[src/rtl/vram_write_arbiter.sv]
// vram_write_arbiter: two-requester VRAM write arbiter (capture, overlay) with
// a starvation guard for the overlay port, out-of-range drop counter, and
// frame-sync driven bank toggle.
// Optional frame clear engine enabled by defining VRAM_WRITE_ARBITER_CLEAR_EN.
//
// state    | meaning
// ---------+------------------------------------------------------------
// ST_IDLE  | arbitrate capture/overlay requests, frame sync toggles bank
// ST_CLEAR | fill addresses 0..DEPTH-1 with the latched clear colour
module vram_write_arbiter #(
  parameter int ADDR_WIDTH   = 15,
  parameter int DATA_WIDTH   = 8,
  parameter int DEPTH        = 23040,
  parameter int STARVE_LIMIT = 16
) (
  input  logic                  i_clk,
  input  logic                  i_rstN,
  input  logic                  i_capValid,
  input  logic [ADDR_WIDTH-1:0] i_capAddr,
  input  logic [DATA_WIDTH-1:0] i_capData,
  output logic                  o_capReady,
  input  logic                  i_ovlValid,
  input  logic [ADDR_WIDTH-1:0] i_ovlAddr,
  input  logic [DATA_WIDTH-1:0] i_ovlData,
  output logic                  o_ovlReady,
  input  logic                  i_clearStart,
  input  logic [DATA_WIDTH-1:0] i_clearColor,
  input  logic                  i_frameSync,
  output logic                  o_vramWriteEnable,
  output logic [ADDR_WIDTH-1:0] o_vramWriteAddr,
  output logic [DATA_WIDTH-1:0] o_vramDataOut,
  output logic                  o_clearBusy,
  output logic                  o_writeBank,
  output logic [7:0]            o_dropCount
);

  localparam int SW = $clog2(STARVE_LIMIT + 1);
  localparam logic [SW-1:0]       LP_STARVE_MAX = SW'(STARVE_LIMIT);
  localparam logic [ADDR_WIDTH:0] LP_DEPTH      = (ADDR_WIDTH + 1)'(DEPTH);

  logic                  w_idle;
  logic                  w_starved;
  logic                  w_cap_grant;
  logic                  w_ovl_grant;
  logic                  w_xfer;
  logic [ADDR_WIDTH-1:0] w_addr;
  logic [DATA_WIDTH-1:0] w_data;
  logic                  w_oob;

  logic [SW-1:0]         r_starve;
  logic                  r_we;
  logic [ADDR_WIDTH-1:0] r_addr;
  logic [DATA_WIDTH-1:0] r_data;
  logic [7:0]            r_drop;
  logic                  r_bank;

`ifdef VRAM_WRITE_ARBITER_CLEAR_EN
  localparam logic [ADDR_WIDTH-1:0] LP_LAST = ADDR_WIDTH'(DEPTH - 1);

  typedef enum logic {ST_IDLE, ST_CLEAR} state_t;
  state_t                r_state;
  state_t                w_state_nxt;
  logic [ADDR_WIDTH-1:0] r_clr_addr;
  logic [DATA_WIDTH-1:0] r_clr_color;
  logic                  r_pend;

  // state register
  always_ff @(posedge i_clk or negedge i_rstN) begin
    if (!i_rstN) r_state <= ST_IDLE;
    else         r_state <= w_state_nxt;
  end

  // next state: start a clear from idle, leave after the last address
  always_comb begin
    w_state_nxt = r_state;
    case (r_state)
      ST_IDLE:  if (i_clearStart) w_state_nxt = ST_CLEAR;
      ST_CLEAR: if (r_clr_addr == LP_LAST) w_state_nxt = ST_IDLE;
      default:  w_state_nxt = ST_IDLE;
    endcase
  end

  // clear address walker and colour latched at start
  always_ff @(posedge i_clk or negedge i_rstN) begin
    if (!i_rstN) begin
      r_clr_addr  <= '0;
      r_clr_color <= '0;
    end else if (r_state == ST_IDLE) begin
      if (i_clearStart) begin
        r_clr_addr  <= '0;
        r_clr_color <= i_clearColor;
      end
    end else begin
      r_clr_addr <= r_clr_addr + 1'b1;
    end
  end

  // bank toggle; syncs arriving during a clear collapse into one deferred toggle
  always_ff @(posedge i_clk or negedge i_rstN) begin
    if (!i_rstN) begin
      r_bank <= 1'b0;
      r_pend <= 1'b0;
    end else if (r_state == ST_CLEAR) begin
      if (i_frameSync) r_pend <= 1'b1;
    end else if (i_frameSync || r_pend) begin
      r_bank <= ~r_bank;
      r_pend <= 1'b0;
    end
  end

  assign w_idle      = (r_state == ST_IDLE);
  assign o_clearBusy = (r_state == ST_CLEAR);
`else
  logic w_unused_clear;
  assign w_unused_clear = ^{i_clearStart, i_clearColor};

  // bank toggles on every frame sync
  always_ff @(posedge i_clk or negedge i_rstN) begin
    if (!i_rstN)          r_bank <= 1'b0;
    else if (i_frameSync) r_bank <= ~r_bank;
  end

  assign w_idle      = 1'b1;
  assign o_clearBusy = 1'b0;
`endif

  // capture has priority unless the overlay has waited STARVE_LIMIT cycles;
  // readies are gated by reset so nothing is accepted while held in reset
  assign w_starved   = (r_starve == LP_STARVE_MAX);
  assign w_ovl_grant = i_rstN & w_idle & i_ovlValid & (~i_capValid | w_starved);
  assign w_cap_grant = i_rstN & w_idle & i_capValid & ~w_ovl_grant;
  assign w_xfer      = w_cap_grant | w_ovl_grant;
  assign w_addr      = w_ovl_grant ? i_ovlAddr : i_capAddr;
  assign w_data      = w_ovl_grant ? i_ovlData : i_capData;
  assign w_oob       = ({1'b0, w_addr} >= LP_DEPTH);

  // overlay starvation counter
  always_ff @(posedge i_clk or negedge i_rstN) begin
    if (!i_rstN)                         r_starve <= '0;
    else if (w_ovl_grant || !i_ovlValid) r_starve <= '0;
    else if (!w_starved)                 r_starve <= r_starve + 1'b1;
  end

  // registered VRAM write port: clear writes or accepted in-range requests
  always_ff @(posedge i_clk or negedge i_rstN) begin
    if (!i_rstN) begin
      r_we   <= 1'b0;
      r_addr <= '0;
      r_data <= '0;
`ifdef VRAM_WRITE_ARBITER_CLEAR_EN
    end else if (!w_idle) begin
      r_we   <= 1'b1;
      r_addr <= r_clr_addr;
      r_data <= r_clr_color;
`endif
    end else if (w_xfer) begin
      r_we   <= ~w_oob;
      r_addr <= w_addr;
      r_data <= w_data;
    end else begin
      r_we   <= 1'b0;
    end
  end

  // saturating count of accepted out-of-range writes
  always_ff @(posedge i_clk or negedge i_rstN) begin
    if (!i_rstN)                                 r_drop <= '0;
    else if (w_xfer && w_oob && r_drop != 8'hFF) r_drop <= r_drop + 8'd1;
  end

  assign o_capReady        = w_cap_grant;
  assign o_ovlReady        = w_ovl_grant;
  assign o_vramWriteEnable = r_we;
  assign o_vramWriteAddr   = r_addr;
  assign o_vramDataOut     = r_data;
  assign o_writeBank       = r_bank;
  assign o_dropCount       = r_drop;

endmodule
[config.mk]
export PLATFORM = sky130hd
export DESIGN_NAME = vram_write_arbiter
export DESIGN_NICKNAME = d
export VERILOG_FILES = /design/src/rtl/vram_write_arbiter.sv
export SDC_FILE = /design/constraint.sdc
export NUM_CORES = 1
export LEC_CHECK = 0
export CAP_MARGIN = 20
export CORE_AREA = 4 4 80 82
export CTS_BUF_LIST = sky130_fd_sc_hd__clkbuf_2
export CTS_CLUSTER_SIZE = 40
export DETAILED_ROUTE_END_ITERATION = 10
export DIE_AREA = 0 0 84 86
export HOLD_SLACK_MARGIN = 0.05
export PLACE_DENSITY = 0.72
export SLEW_MARGIN = 20
export SYNTH_ARGS = -nofsm -noshare
export SYNTH_HDL_FRONTEND = slang
export SYNTH_SLANG_ARGS = --single-unit
[constraint.sdc]
create_clock -name i_clk -period 1.9 [get_ports i_clk]
set_clock_uncertainty 0.2 [all_clocks]
set_input_delay 0.19 -clock i_clk [delete_from_list [all_inputs] [get_ports i_clk]]
set_output_delay 0.19 -clock i_clk [all_outputs]
set_load 0.01 [all_outputs]
# Word level (Yosys, flattened, before mapping)
# Cells that the tools add are included.
word_totals:
  regBits: 38
  inputBits: 60
  output_inout_bits: 36
  elab_cells: 31
classes:
  n_addsub: 2
  order_cmp: 1
  eq_ne: 3
  mux: 5
  n_bitwise: 10
  reduce_logical: 4
ops:
  columns: ["cell", "n"]
  rows:
  - ["15-bit >= comparator, second input constant", 1]
  - ["15-bit 2-to-1 mux", 1]
  - ["5-bit 2-to-1 mux", 2]
  - ["8-bit by 1-bit adder with 8-bit output, second input constant", 1]
  - ["8-bit 2-to-1 mux", 1]
  - ["8-bit != test, second input constant", 1]
  - ["5-bit by 1-bit adder with 5-bit output, second input constant", 1]
  - ["5-bit == test, second input constant", 1]
  - ["1-bit AND", 4]
  - ["1-bit NOT", 4]
  - ["1-bit logical AND", 2]
  - ["2-bit by 1-bit != test with 1-bit output, second input constant", 1]
  - ["1-bit OR", 2]
  - ["1-bit zero test", 1]
  - ["1-bit logical OR", 1]
  - ["1-bit 2-to-1 mux", 1]

# Depth between registers and ports, before layout
depth:
  word_depth: 8
  mapped_depth: 9

# Worst setup path before layout
# Ideal clock, no wire load.
synth_path:
  kind: "reg2reg"
  from: "reg r_starve[0]"
  to: "reg r_drop[1], in the netlist o_dropCount[1]"
  setup_ns: 0.128
  arrival_time_ns: 1.769
  setup_slack_ns: -0.197
  stages_incl_launch_ff: 9
  n_path_buf: 1
  cell_sequence: "dfrtp_1 -> inv_1 -> ha_1 -> nor4bb_1 -> buf_4 -> o21ai_4 -> a2bb2oi_4 -> nor3b_2 -> mux2_1"
synth_via:
  elab_chain_len: 8
synth_rtl:
  columns: ["item", "line", "rtl"]
  rows:
  - ["start: declaration", "50", "logic [SW-1:0] r_starve;"]
  - ["start signal: assignment", "141", "else if (!w_starved) r_starve <= r_starve + 1'b1;"]
  - ["5-bit == test *", "129", "assign w_starved = (r_starve == LP_STARVE_MAX);"]
  - ["1-bit OR *", "130", "assign w_ovl_grant = i_rstN & w_idle & i_ovlValid & (~i_capValid | w_starved);"]
  - ["1-bit AND *", "130", null]
  - ["parallel branches: the longest is 3 deep, another holds 15-bit >= comparator", null, null]
  - ["1-bit logical AND * (2 in series)", "168", "else if (w_xfer && w_oob && r_drop != 8'hFF) r_drop <= r_drop + 8'd1;"]
  - ["end signal: assignment", "168", null]
  - ["end: declaration", "54", "logic [7:0] r_drop;"]
# Every way passes the cells marked *.
# A chain may end at the register's enable or synchronous reset.

# Worst setup path after layout
layout_path:
  from: "reg r_starve[0]"
  to: "out o_capReady"
layout_via:
  elab_chain_len: 5
layout_rtl:
  columns: ["item", "line", "rtl"]
  rows:
  - ["5-bit == test", "129", null]
  - ["1-bit OR", "130", null]
  - ["1-bit AND", "130", null]
  - ["1-bit NOT", "131", "assign w_cap_grant = i_rstN & w_idle & i_capValid & ~w_ovl_grant;"]
  - ["1-bit AND", "131", null]
  - ["end: declaration", "21", "output logic o_capReady,"]
# Every way passes these cells.

==> reports/metrics.csv <==
stage,metric,value,unit
timing,fmax,0.451,GHz
logic_synthesis,mux contribution to synthesized area,13.8,%
logic_synthesis,Mapped Cells,180,
floorplanning,FP Rows,28,
power_and_ir_drop,Switching Fraction,31.5,%
place,post-DP HPWL,3700,um
logic_synthesis,number of distinct library cells after synthesis,32,
floorplanning,Die Area,7220,um2
timing,"Hold Violations, Final",0,
critical_path,worst r2r src,r_starve[0],
power_and_ir_drop,Comb power frac,40.2,%
cells_and_area,Final Instance Area,3390,um2
power_and_ir_drop,overall power,2.26,mW
timing,"Slew Viols, Final",0,
cts,clock buffer depth,2,
critical_path,FF-to-FF End,o_dropCount[1],
logic_synthesis,"Primary FF master, synth",dfrtp_1,
logic_synthesis,Post-Synth XOR/XNOR Area,4.59,%
timing,Final Critical Period,2.22,ns
critical_path,critical path arrival,1.83,ns
cts,CTS tree,built,
critical_path,Worst Setup Start Kind,register,
job,Max-cap violations,0,
grt,Tot GR Track Use,15.6,%
cells_and_area,layout cells sized above 1,25.1,%
drt,# DRC,0,
cells_and_area,Area Overhead vs Synth,77.9,%
drt,Final ANT Viol Nets,0,
cts,Worst-Skew Late Latency,0.39,ns
cells_and_area,fill count,483,
logic_synthesis,largest family of logic cells by synthesized area,multiplexers,
timing,Final Setup Violations,38,
drt,routed vias,1790,
place,Area after DPL,3010,um2
logic_synthesis,#FFs+latches synth,38,
cts,root buffer cell,clkbuf_2,
grt,number of global-route vias before repair,1795,
logic_synthesis,Post-Synthesis Net Count,243,
power_and_ir_drop,Clk pwr share,15.9,%
cts,clock slew at reported path FFs,0.19,ns
floorplanning,Starting Density,33.2,%
place,Place WS,-0.284,ns
critical_path,"Slowest-stage cell, CP",dfrtp_1,
cells_and_area,Util after Layout,59.0,%
grt,initial antenna violation count,0,
drt,first drt pass iteration count,4,
logic_synthesis,Synth Area in Compound Gates,12.3,%
place,Final Wtd Congestion,0.757,
power_and_ir_drop,Switching Power,713,uW
logic_synthesis,syn avg cell area,10.6,um2
logic_synthesis,Post-Synth Adder-Cell Area,1.97,%
critical_path,Crit. End Element,primary output,
place,I/O Buffers,85,
grt,global-route wire length before repair,8940,um
power_and_ir_drop,Leakage,1.65,nW
power_and_ir_drop,P_int,1.55,mW
cts,CTS Buf Count,5,
critical_path,worst path required time,1.51,ns
power_and_ir_drop,peak supply drop,0.319,mV
critical_path,critical path class,register to primary output,
cts,H-tree levels,2,
status,failing checks,negative setup slack,
grt,largest net degree at the start of global routing,48,
drt,DRT Wirelength,5680,um
logic_synthesis,synth top area cells,"dfrtp_1, mux2i_1, o21ai_0, nand2_1, xor2_1",
drt,initial drt markers,35,
floorplanning,Die Span Y,86,um
grt,grt ovf,0,
logic_synthesis,register area share after synthesis,49.9,%
cells_and_area,fin nets,365,
logic_synthesis,area of the mapped netlist,1910,um2
timing,RSZ-0062 raised after global routing,true,
drt,Vias/cell,4.74,
floorplanning,Horiz. Die Dim,84,um
logic_synthesis,Post-synth ARST share,100,%
critical_path,crit-path cells,inv_2 > ha_4 > nor4bb_4 > o211ai_1 > buf_4 > and3_4 > buf_6,
drt,wire length per cell,15.0,um
logic_synthesis,"EDFF count, synth",0,
cells_and_area,Inserted Diodes,0,
floorplanning,number of top-level pins,96,
worst_hold_path,Worst Hold Class,input port to async pin,
logic_synthesis,Yosys top cell by area,dfrtp_1,
critical_path,CP peak stage delay,0.43,ns
logic_synthesis,post-synth top area share,49.9,%
place,DP Cell Count,355,
critical_path,reg2reg setup slack,-0.22,ns
timing,fin crit share,117,%
cells_and_area,non-filler instance count after layout,378,
logic_synthesis,Post-Synth Simple-Gate Area,12.9,%
critical_path,R2R depth,9,
status,outcome,"complete, but fails checks",
power_and_ir_drop,part of the power in registers,44.0,%
cts,TritonCTS Sinks,38,
timing,setup ws final,-0.316,ns
floorplanning,Core Area,5750,um2
logic_synthesis,Ys Warns,0,
critical_path,critical-path maximum fanout,2,
power_and_ir_drop,Pwr per Cell Area,667,nW/um2
## power groups by stage
stage	combinational, mW	clock [mW]	sequential (mW)
2_1_floorplan	0.205	0	1.10
3_3_place_gp	0.814	0	1.01
3_5_place_dp	0.829	0	1.01
4_1_cts	0.875	0.378	0.994
5_1_grt	0.984	0.411	1.01
6_report	0.909	0.359	0.995
## stage by stage
step                      hold WS (ns)  setup TNS, ns
after CTS                        0.120          -1.31
after global routing             0.132          -7.78
after global placement          -0.192          -6.46
after detailed placement        -0.195          -8.77
after floorplan                 -0.306          -1.28
final                            0.164          -4.30
## per-layer routing
layer / vias up / wire length [um] / global-route usage, %
li1: 868 / - / -
met2: 56 / 2730 / 24.6
met3: 7 / 373 / 5.48
met1: 859 / 2510 / 20.1
met4: 0 / 66 / 4.97
met5: - / 0 / 0
## synth_stat cells (3+ instances only)
cell	number
nor2_1	6
nand4_1	3
mux2i_1	24
ha_1	3
inv_1	5
o21ai_1	4
and3_1	3
dfrtp_1	38
xor2_1	8
nand2_1	28
nor3_1	4
clkbuf_1	5
o21ai_0	22
buf_4	4
## cell families (layout without fill, tap and decap cells)
logic type | count (synthesis) | after routing
XOR/XNOR | 10 | 10
adder cells (fa/ha/maj) | 3 | 3
AO/OA/AOI/OAI | 35 | 35
flip-flops | 38 | 38
AND/OR/NAND/NOR | 51 | 51
other | 1 | 1
multiplexers | 26 | 26
buffers and inverters | 16 | 139
## cell usage in the layout, fill, tap and decap left out, types with 2 or more instances in the layout
master	Yosys	layout
clkdlybuf4s50_1	0	78
dfrtp_1	38	38
buf_4	4	29
nand2_1	28	27
mux2i_1	24	23
o21ai_1	4	23
xor2_1	8	8
buf_6	1	7
clkbuf_2	1	6
dlymetal6s2s_1	0	4
inv_2	0	3
nor2_1	6	3
nand4_1	3	3
inv_1	5	2
o211a_1	2	2
o21ai_4	1	2
nand3_1	2	2
xnor2_1	2	2
nor3_2	0	2
nor2_2	0	2
and3_1	3	2
and3_2	2	2
mux2_4	0	2
nor3_4	0	2
ha_1	3	2
clkbuf_16	0	2
dlygate4sd3_1	0	2
buf_12	0	2
## critical path: cells and delay by family (launching register included)
family / cells / cell delay (ns)
AO/OA/AOI/OAI: 1 / 0.17
flip-flops: 1 / 0.43
buffers and inverters: 3 / 0.36
adder cells (fa/ha/maj): 1 / 0.12
AND/OR/NAND/NOR: 2 / 0.38
## worst max-delay path by stage
| stage | endpoint | start | cells after the start | slack, ns |
|---|---|---|---|---|
| 6_report | o_capReady | r_starve[0] | 7 | -0.32 |
| 5_1_grt | o_capReady | r_starve[0] | 7 | -0.43 |
| 4_1_cts | o_capReady | r_starve[1] | 7 | -0.27 |
| 3_5_place_dp | o_dropCount[1] | r_starve[0] | 8 | -0.28 |
| 3_3_place_gp | o_vramDataOut[4] | i_capValid | 6 | -0.22 |
| 2_1_floorplan | o_dropCount[1] | r_starve[0] | 8 | -0.16 |
## layout make-up
class	count	area, um2	share of cell area, %
clock buffer	6	30.0	0.885
sequential	38	951	28.0
tap	75	93.8	2.77
clock inverter	2	8.76	0.258
inverter	5	18.8	0.553
timing repair buffer	126	1270	37.4
multi-input combinational	126	1020	30.1
## sequential cells by signal (all words and copies together) (netlist names)
signal             cells
r_starve               5
o_vramWriteEnable      1
o_vramDataOut          8
o_dropCount            8
o_writeBank            1
o_vramWriteAddr       15
## timing repair
item	CTS	global route
pin swaps	7	8
cloned	1	2
hold buffers	2	0
hold endpoints to repair	38	0
endpoints found under the setup margin	39	40
setup buffers	5	6
gates resized for setup	34	23
Power figures use the tool's default switching activity.
